`config.mk`:
```
export PLATFORM = sky130hd
export DESIGN_NAME = seg7_scan_driver
export DESIGN_NICKNAME = d
export VERILOG_FILES = /design/src/rtl/seg7_pkg.sv /design/src/rtl/seg7_decode.sv /design/src/rtl/seg7_scan_driver.sv
export SDC_FILE = /design/constraint.sdc
export NUM_CORES = 1
export LEC_CHECK = 0
export CORE_MARGIN = 1
export CORE_UTILIZATION = 44
export DETAILED_ROUTE_END_ITERATION = 12
export SETUP_SLACK_MARGIN = 0.15
export SKIP_CTS_REPAIR_TIMING = 1
export SLEW_MARGIN = 10
export SYNTH_ARGS = -nofsm -noshare
export SYNTH_HDL_FRONTEND = slang
export SYNTH_SLANG_ARGS = --single-unit
```
`constraint.sdc`:
```
create_clock -name clk -period 5.4 [get_ports clk]
set_input_delay 1.08 -clock clk [delete_from_list [all_inputs] [get_ports clk]]
set_output_delay 1.08 -clock clk [all_outputs]
set_load 0.02 [all_outputs]
```
`src/rtl/seg7_pkg.sv`:
```
// Shared types and active-low segment patterns for the 4-digit 7-segment scan driver.
// Pattern bit order is {g,f,e,d,c,b,a}; a 0 lights the segment.
package seg7_pkg;

  localparam logic [6:0] SEG_0     = 7'b1000000;
  localparam logic [6:0] SEG_1     = 7'b1111001;
  localparam logic [6:0] SEG_2     = 7'b0100100;
  localparam logic [6:0] SEG_3     = 7'b0110000;
  localparam logic [6:0] SEG_4     = 7'b0011001;
  localparam logic [6:0] SEG_5     = 7'b0010010;
  localparam logic [6:0] SEG_6     = 7'b0000010;
  localparam logic [6:0] SEG_7     = 7'b1111000;
  localparam logic [6:0] SEG_8     = 7'b0000000;
  localparam logic [6:0] SEG_9     = 7'b0010000;
  localparam logic [6:0] SEG_MINUS = 7'b0111111;
  localparam logic [6:0] SEG_BLANK = 7'b1111111;
  localparam logic [6:0] SEG_ERR_E = 7'b0000110;

  typedef logic [1:0] digit_idx_t;

  typedef struct packed {
    logic       neg;
    logic [3:0] bcd2;
    logic [3:0] bcd1;
    logic [3:0] bcd0;
  } disp_rec_t;

  // What a digit position shows during its slot.
  typedef enum logic [1:0] {
    CELL_BLANK,
    CELL_DIGIT,
    CELL_MINUS
  } cell_t;

endpackage

```
`src/rtl/seg7_decode.sv`:
```
// Combinational BCD to active-low 7-segment decoder; codes 10..15 render as "E".
module seg7_decode
  import seg7_pkg::*;
(
  input  logic [3:0] bcd,
  output logic [6:0] pattern
);

  always_comb begin
    case (bcd)
      4'd0:    pattern = SEG_0;
      4'd1:    pattern = SEG_1;
      4'd2:    pattern = SEG_2;
      4'd3:    pattern = SEG_3;
      4'd4:    pattern = SEG_4;
      4'd5:    pattern = SEG_5;
      4'd6:    pattern = SEG_6;
      4'd7:    pattern = SEG_7;
      4'd8:    pattern = SEG_8;
      4'd9:    pattern = SEG_9;
      default: pattern = SEG_ERR_E;
    endcase
  end

endmodule

```
`src/rtl/seg7_scan_driver.sv`:
```
// Time-multiplexed 4-digit common-anode display driver with frame-synchronous updates,
// leading-zero blanking and anti-ghost blanking. Define SEG7_SIGN_FLOAT_EN to float the minus sign.
module seg7_scan_driver
  import seg7_pkg::*;
#(
  parameter int CLK_DIV   = 50000,
  parameter int BLANK_CYC = 500
) (
  input  logic       clk,
  input  logic       rst_n,
  input  logic       upd,
  input  logic       neg,
  input  logic [3:0] bcd2,
  input  logic [3:0] bcd1,
  input  logic [3:0] bcd0,
  output logic [6:0] seg,
  output logic [3:0] an,
  output logic       frame_tick
);

  localparam int PW = (CLK_DIV > 1) ? $clog2(CLK_DIV) : 1;
  localparam logic [PW-1:0] TERM     = PW'(CLK_DIV - 1);
  localparam logic [PW-1:0] BLANK_TH = PW'(BLANK_CYC);

  logic [PW-1:0] presc;
  digit_idx_t    idx;
  disp_rec_t     shadow;
  disp_rec_t     disp;
  disp_rec_t     in_rec;
  logic          term;
  logic          frame_end;

  assign in_rec    = '{neg: neg, bcd2: bcd2, bcd1: bcd1, bcd0: bcd0};
  assign term      = (presc == TERM);
  assign frame_end = term && (idx == 2'd3);

  // Content selection for the digit currently being scanned.
  cell_t      cell_sel;
  logic [3:0] sel_bcd;
  logic [6:0] dec_pat;
  logic       nz2, nz1, nz0, show_minus;

  assign nz2        = |disp.bcd2;
  assign nz1        = |disp.bcd1;
  assign nz0        = |disp.bcd0;
  assign show_minus = disp.neg && (nz2 || nz1 || nz0);

  // NOTE: every always_comb output gets a default first so no path can infer a latch.
  always_comb begin
    cell_sel = CELL_BLANK;
    sel_bcd  = disp.bcd0;
    case (idx)
      2'd0: cell_sel = CELL_DIGIT;
      2'd1: begin
        sel_bcd = disp.bcd1;
        if (nz2 || nz1) cell_sel = CELL_DIGIT;
`ifdef SEG7_SIGN_FLOAT_EN
        else if (show_minus) cell_sel = CELL_MINUS;
`endif
      end
      2'd2: begin
        sel_bcd = disp.bcd2;
        if (nz2) cell_sel = CELL_DIGIT;
`ifdef SEG7_SIGN_FLOAT_EN
        else if (nz1 && show_minus) cell_sel = CELL_MINUS;
`endif
      end
      default: begin
`ifdef SEG7_SIGN_FLOAT_EN
        if (nz2 && show_minus) cell_sel = CELL_MINUS;
`else
        if (show_minus) cell_sel = CELL_MINUS;
`endif
      end
    endcase
  end

  seg7_decode u_decode (
    .bcd     (sel_bcd),
    .pattern (dec_pat)
  );

  // Blank digits keep their anode off, as do the leading anti-ghost cycles of every slot.
  logic       lit;
  logic [6:0] seg_next;
  logic [3:0] an_next;

  assign lit      = (presc >= BLANK_TH) && (cell_sel != CELL_BLANK);
  assign seg_next = !lit                    ? SEG_BLANK :
                    (cell_sel == CELL_MINUS) ? SEG_MINUS : dec_pat;
  assign an_next  = lit ? ~(4'b0001 << idx) : 4'hF;

  // NOTE: sequential state uses non-blocking assignments so every register samples pre-edge values.
  always_ff @(posedge clk or negedge rst_n) begin
    if (!rst_n) begin
      presc      <= '0;
      idx        <= '0;
      shadow     <= '0;
      disp       <= '0;
      seg        <= SEG_BLANK;
      an         <= 4'hF;
      frame_tick <= 1'b0;
    end else begin
      if (term) begin
        presc <= '0;
        idx   <= idx + 2'd1;
      end else begin
        presc <= presc + 1'b1;
      end

      if (upd) shadow <= in_rec;
      // A strobe landing on the frame-end cycle bypasses the shadow to avoid a one-frame lag.
      if (frame_end) disp <= upd ? in_rec : shadow;

      seg        <= seg_next;
      an         <= an_next;
      frame_tick <= frame_end;
    end
  end

endmodule

```
==> results of run 1 <==
metrics by stage:
step                std cells  setup WS, ns
global placement          309          2.63
floorplan                 215          3.24
finish                    317          2.88
CTS                       317          2.87
detailed placement        309          2.61
global route              317          2.84
final cells by class:
class                           count  area (um^2)
Fill cell                         489         2560
Clock buffer                        5         68.8
Timing Repair Buffer               29          280
Sequential cell                    56         1420
Tap cell                           72         90.1
Clock inverter                      3         42.5
Inverter                           10         37.5
Multi-Input combinational cell    142         1150
cells by family after synthesis:
kind of cell,Yosys count,share of synthesized area
adder cells (fa/ha/maj),12,0.0570
multiplexers,30,0.140
XOR/XNOR,14,0.0466
AND/OR/NAND/NOR,61,0.123
flip-flops,56,0.537
buffers and inverters,17,0.0275
AO/OA/AOI/OAI,25,0.0689
worst reg2reg max path: stages (launching register included):
cell and delay, ns:
dfrtp_1 0.42, inv_1 0.11, ha_1 0.49, mux2i_1 0.49
inv_1 0.13, ha_1 0.34, o21a_1 0.18, o21ai_0 0.14
flip-flops by register name, indices dropped and copies added, names as in the netlist:
signal      cells
presc          16
seg             7
idx             2
shadow         13
disp           13
frame_tick      1
an              4
synth_stat cells, types with 2 or more instances:
cell type	instances
a21o_1	2
a21oi_1	2
a22oi_1	4
a31oi_1	2
and3_1	2
clkbuf_1	4
dfrtp_1	45
dfstp_2	11
ha_1	12
inv_1	10
mux2_2	18
mux2_4	9
mux2i_1	3
nand2_1	10
nand3_1	7
nand4_1	4
nor2_1	17
nor2b_1	2
nor3_1	5
nor4_1	6
nor4_2	2
o211ai_1	2
o21a_1	2
o21ai_0	4
xnor2_1	10
xor2_1	4
routing by layer:
layer / up-vias / part of all wire / routed length [um]
met5: - / 0 / 0
met3: 7 / 0.047 / 211
met2: 37 / 0.43 / 1940
met1: 826 / 0.51 / 2320
li1: 812 / - / -
met4: 0 / 0.014 / 63
power by group through the flow:
stage / Sequential, mW / Clock [mW] / Combinational (mW)
5_1_grt: 0.443 / 0.296 / 0.0614
2_1_floorplan: 0.447 / 0 / 0.0312
3_5_place_dp: 0.449 / 0 / 0.0551
6_report: 0.441 / 0.269 / 0.0541
3_3_place_gp: 0.449 / 0 / 0.0542
4_1_cts: 0.441 / 0.280 / 0.0555
how the worst max path moves through the flow:
stage	to	start	slack [ns]
after CTS	an[0]	an[0]	2.87
after global placement	disp[0]	upd	2.63
final	an[3]	an[3]	2.88
after detailed placement	disp[5]	upd	2.61
after floorplan	seg[1]	idx[0]	3.24
after global routing	seg[1]	seg[1]	2.84
==> qor.yml, run 1 <==
floorplan:
  die_w_um: 79.4
  die_area_um2: 6300
  io_pins: 28
  fp.dieH_um: 79.4
  core_area_um2: 5640
  initial_core_util: 0.467
  rows: 27
drt:
  vias_per_cell: 5.31
  drc: 0
  totalWireLength_um: 4530
  post_drt_wl_per_cell_um: 14.3
  ant_nets: 0
  dr_total_vias: 1682
  drtIter0Drc: 106
  drtPass1Iterations: 4
sta:
  setup_viol: 0
  fin_tns_setup_ns: 0
  rsz0062_at_grt: "no"
  hold_ws_ns: 0.504
  fmax_mhz: 397
  slew_viol_final: 0
  slew_headroom: 0.537
  tightest_slew_ns: 0.685
  post-route-period-util: 0.466
  skew_ns: 0.00625
  final_hold_viol_count: 0
  fin_crit_ns: 2.52
grt:
  first_global_vias: 1713
  grt_util_met2: 0.253
  busiest_layer: "met2"
  antenna_found_initial: 0
  use_met1: 0.247
  grt_pass1_wl_um: 8220
  globalRouteMet3Util: 0.0423
  grt_usage: 0.172
  grt.overflow.total: 0
  grt_max_degree: 57
critical_path:
  reg2reg_from: "idx[0]"
  critPathArrivalTime_ns: 1.44
  r2r_cells: 7
  crit_path_cell_trace: "clkdlybuf4s50_1"
  critPathMaxFanout: 1
  timing.rr.end: "seg[1]"
  cp-end-kind: "output pin"
  startpoint_type: "flop"
  crit_slowest_cell: "clkdlybuf4s50_1"
  cp.buffers_inverters: 1
  ff2ff_setup_slack_ns: 3.03
  crit_type: "flop to output pin"
  cp_top_family: "buffers and inverters"
  cp_num_cells: 1
  cp_slowest_stage_delay_ns: 0.60
  cp.required_ns: 4.32
cells_and_area:
  area_growth_pct: 17.0
  final_cell_mix: "45 x dfrtp_1, 26 x clkdlybuf4s50_1, 18 x mux2_2"
  n_antenna_cell: 0
  num-nets-final: 272
  post-route-util: 0.546
  drive_gt1_frac: 0.216
  layout_commonest_cell: "dfrtp_1"
  final_area_um2: 3080
synthesis:
  synth-async-reset-ratio: 1.00
  netlist.top_cell.by_area: "dfrtp_1"
  ys_ff_latch: 56
  ys.flop_type: "dfrtp_1"
  yosysSeqAreaShare: 0.537
  yosys.cell_types.count: 42
  synth_top_area_frac: 0.428
  synthesis.instances: 215
  yosys-top-cells-area: "dfrtp_1 43%, dfstp_2 11%, mux2_2 7.7%"
  yosys_warnings: 0
  synth_edf_count: 0
  synth_fp_nets: 243
  syn_avg_cell_area_um2: 12.3
  syn_area_um2: 2630
clocking:
  clk_pin_slew_worst_paths_ns: 0.10
  insertion_delay_ns: 0.31
  clk_path_buf_depth: 2
  cts_sinks: 56
  cts_tree: "yes"
  cts_inserted_buffers: 5
  cts.root.buffer_cell: "clkbuf_8"
  cts_max_level: 2
place:
  port_buffers: 27
  place_area_um2: 2970
  place_hpwl_um: 3230
  gp_congestion: 0.739
hold_path:
  hold_end: "shadow[11]"
  min_from: "shadow[11]"
  hp-class: "flop to flop"
  hold_depth: 1
power_and_ir_drop:
  p_per_area_nw_per_um2: 248
  p_leak_nw: 1.38
  switchingPower_uw: 163
  p_int_uw: 601
  p_sw_frac: 0.213
  seqPwrFrac: 0.577
  vdd_drop_max_v: 0.000109
  clkPwrFrac: 0.352
  totalPowerFinal_uw: 764
  comb_power_share: 0.071
status:
  outcome: "finished clean"
run:
  cap_violations: 0
No activity file was read; power rests on OpenSTA's default activity.
==> run 2: changes to the inputs <==
--- a/config.mk
+++ b/config.mk
@@ -8,6 +8,7 @@
 export CORE_MARGIN = 1
 export CORE_UTILIZATION = 44
 export DETAILED_ROUTE_END_ITERATION = 12
+export PLACE_DENSITY = 0.67
 export SETUP_SLACK_MARGIN = 0.15
 export SKIP_CTS_REPAIR_TIMING = 1
 export SLEW_MARGIN = 10
==> constraint.sdc (replaced) <==
create_clock -name clk -period 2.11 [get_ports clk]
set_input_delay 0.422 -clock clk [delete_from_list [all_inputs] [get_ports clk]]
set_output_delay 0.422 -clock clk [all_outputs]
set_load 0.02 [all_outputs]
==> run 2 against run 1 <==
  * Wire length increased by 8.6%
  * Critical path type is now flop to flop
  * Sequential power increased to 2.6 times the previous value
  * Worst hold slack worse by 0.42 ns
  * Global-route usage rose by 0.099 points
  * First-iteration DRC count fell by 20%
  * Largest power group unchanged
  * Clock skew is 0.0021 ns higher
  * Critical endpoint is now seg[6]
==> qor.yml, run 2 (synthesis gave the netlist of run 1 again) <==
cells_and_area:
  final_area_um2: 3360  # was 3080 um^2
  n_antenna_cell: 0  # unchanged
  area_growth_pct: 27.6  # was 17.0%
  num-nets-final: 295  # was 272
  fill_cells: 451  # was 489
  largest_reg_flops: 16  # unchanged
  layout_commonest_cell: "dfrtp_1"  # unchanged
  final_cell_mix: "43 x dfrtp_1, 26 x clkdlybuf4s50_1, 22 x buf_4"  # was 45 x dfrtp_1, 26 x clkdlybuf4s50_1, 18 x mux2_2
  top_register: "presc"  # unchanged
  top_regs: "presc x16, disp x13, shadow x13"  # unchanged
  drive_gt1_frac: 0.332  # was 0.216
drt:
  post_drt_wl_per_cell_um: 14.5  # was 14.3 um
  dr_total_vias: 1806  # was 1682
  vias_per_cell: 5.31  # about the same
  wl_met3_um: 185  # was 211 um
  drtPass1Iterations: 4  # unchanged
  ant_nets: 0  # unchanged
  m1WireLength_um: 2410  # was 2320 um
  dr_wl_met2_um: 2220  # was 1940 um
  totalWireLength_um: 4920  # was 4530 um
  drc: 0  # unchanged
  drtIter0Drc: 85  # was 106
  highest_layer: "met4"  # unchanged
grt:
  antenna_found_initial: 0  # unchanged
  grt.overflow.total: 0  # unchanged
  grt_usage: 0.173  # was 0.172
  first_global_vias: 1733  # was 1713
  grt_max_degree: 34  # was 57
  grt_pass1_wl_um: 8390  # was 8220 um
critical_path:
  cp.required_ns: 2.33  # was 4.32 ns
  critPathMaxFanout: 5  # was 1
  startpoint_type: "flop"  # unchanged
  cp-end-kind: "flop"  # was output pin
  crit_type: "flop to flop"  # was flop to output pin
  critPathArrivalTime_ns: 2.15  # was 1.44 ns
sta:
  slew_viol_final: 0  # unchanged
  slew_headroom: 0.639  # was 0.537
  setup_viol: 0  # unchanged
  fmax_mhz: 518
  skew_ns: 0.00832  # was 0.00625 ns
  final_hold_viol_count: 0  # unchanged
  tightest_slew_ns: 0.541  # was 0.685 ns
  post-route-period-util: 0.916
  hold_ws_ns: 0.0850  # was 0.504 ns
  rsz0062_at_grt: "yes"  # was no
  fin_crit_ns: 1.93
  fin_tns_setup_ns: 0  # unchanged
floorplan:
  io_pins: 28  # unchanged
  die_w_um: 79.4  # unchanged
  rows: 27  # unchanged
  fp.dieH_um: 79.4  # unchanged
  initial_core_util: 0.467  # unchanged
  die_area_um2: 6300  # unchanged
  core_area_um2: 5640  # unchanged
power_and_ir_drop:
  vdd_drop_max_v: 0.000357  # was 0.000109 V
  clkPwrFrac: 0.350  # was 0.352
  comb_power_share: 0.079  # was 0.071
  switchingPower_uw: 425  # was 163 uW
  seqPwrFrac: 0.571  # was 0.577
  p_sw_frac: 0.215  # was 0.213
  p_per_area_nw_per_um2: 588  # was 248 nW/um^2
  p_int_mw: 1.55  # was 601 uW
  p_leak_nw: 1.52  # was 1.38 nW
  totalPowerFinal_mw: 1.98  # was 764 uW
clocking:
  cts_inserted_buffers: 5  # unchanged
  insertion_delay_ns: 0.31  # about the same
  clk_path_buf_depth: 2  # unchanged
  cts_tree: "yes"  # unchanged
  cts_max_level: 2  # unchanged
  clk_pin_slew_worst_paths_ns: 0.10  # about the same
  cts_sinks: 56  # unchanged
  cts.root.buffer_cell: "clkbuf_8"  # unchanged
place:
  place_hpwl_um: 3480  # was 3230 um
  place_area_um2: 3120  # was 2970 um^2
  port_buffers: 27  # unchanged
  gp_congestion: 0.843  # was 0.739
hold_path:
  hp-class: "input port to async pin"  # was flop to flop
run:
  cap_violations: 0  # unchanged
status:
  outcome: "finished clean"  # unchanged
[run 2: power by group through the flow]
stage / logic [mW] / registers, mW / clock network [mW]
2_1_floorplan: 0.0815 / 1.14 / 0
3_3_place_gp: 0.152 / 1.15 / 0
3_5_place_dp: 0.156 / 1.15 / 0
4_1_cts: 0.157 / 1.13 / 0.720
5_1_grt: 0.174 / 1.13 / 0.753
6_report: 0.156 / 1.13 / 0.691
[run 2: worst paths after layout]
path / startpoint / end / slack (ns) / cells after the start
max: idx[0] / seg[6] / 0.18 / 8
min: rst_n / shadow[1] / 0.09 / 1
max reg2reg: idx[0] / seg[6] / 0.18 / 8
min reg2reg: shadow[12] / shadow[12] / 0.50 / 1
max in group asynchronous: rst_n / idx[0] / 1.45 / 2
min in group clk: shadow[12] / shadow[12] / 0.50 / 1
[run 2: through the flow]
stage | setup slack [ns] | utilization | cells
global route | 0.0921 | 0.596 | 340
finish | 0.178 | 0.596 | 340
global placement | 0.116 | 0.553 | 322
detailed placement | 0.0657 | 0.553 | 322
CTS | 0.0299 | 0.573 | 330
floorplan | 0.122 | - | 215
[run 2: final cells by class]
cell class,instances,area [um^2],share of cell area
tap,72,90.1,0.0268
timing repair buffer,52,490,0.146
inverter,10,37.5,0.0112
sequential,56,1420,0.422
clock inverter,3,42.5,0.0127
clock buffer,5,68.8,0.0205
multi-input combinational,142,1210,0.361
[run 2: worst max-delay path, stage by stage (launching register included)]
cell and delay, ns:
dfrtp_2 0.42, inv_2 0.10, ha_2 0.21, a22oi_1 0.11
a21oi_2 0.26, ha_1 0.22, nor2_2 0.05, a221o_1 0.29
a22oi_1 0.19
[run 2: metal layers]
| layer | track usage | up-vias |
|---|---|---|
| met4 | 0.0745 | 0 |
| met2 | 0.253 | 41 |
| met3 | 0.0366 | 10 |
| li1 | - | 864 |
| met1 | 0.248 | 891 |
| met5 | 0 | - |
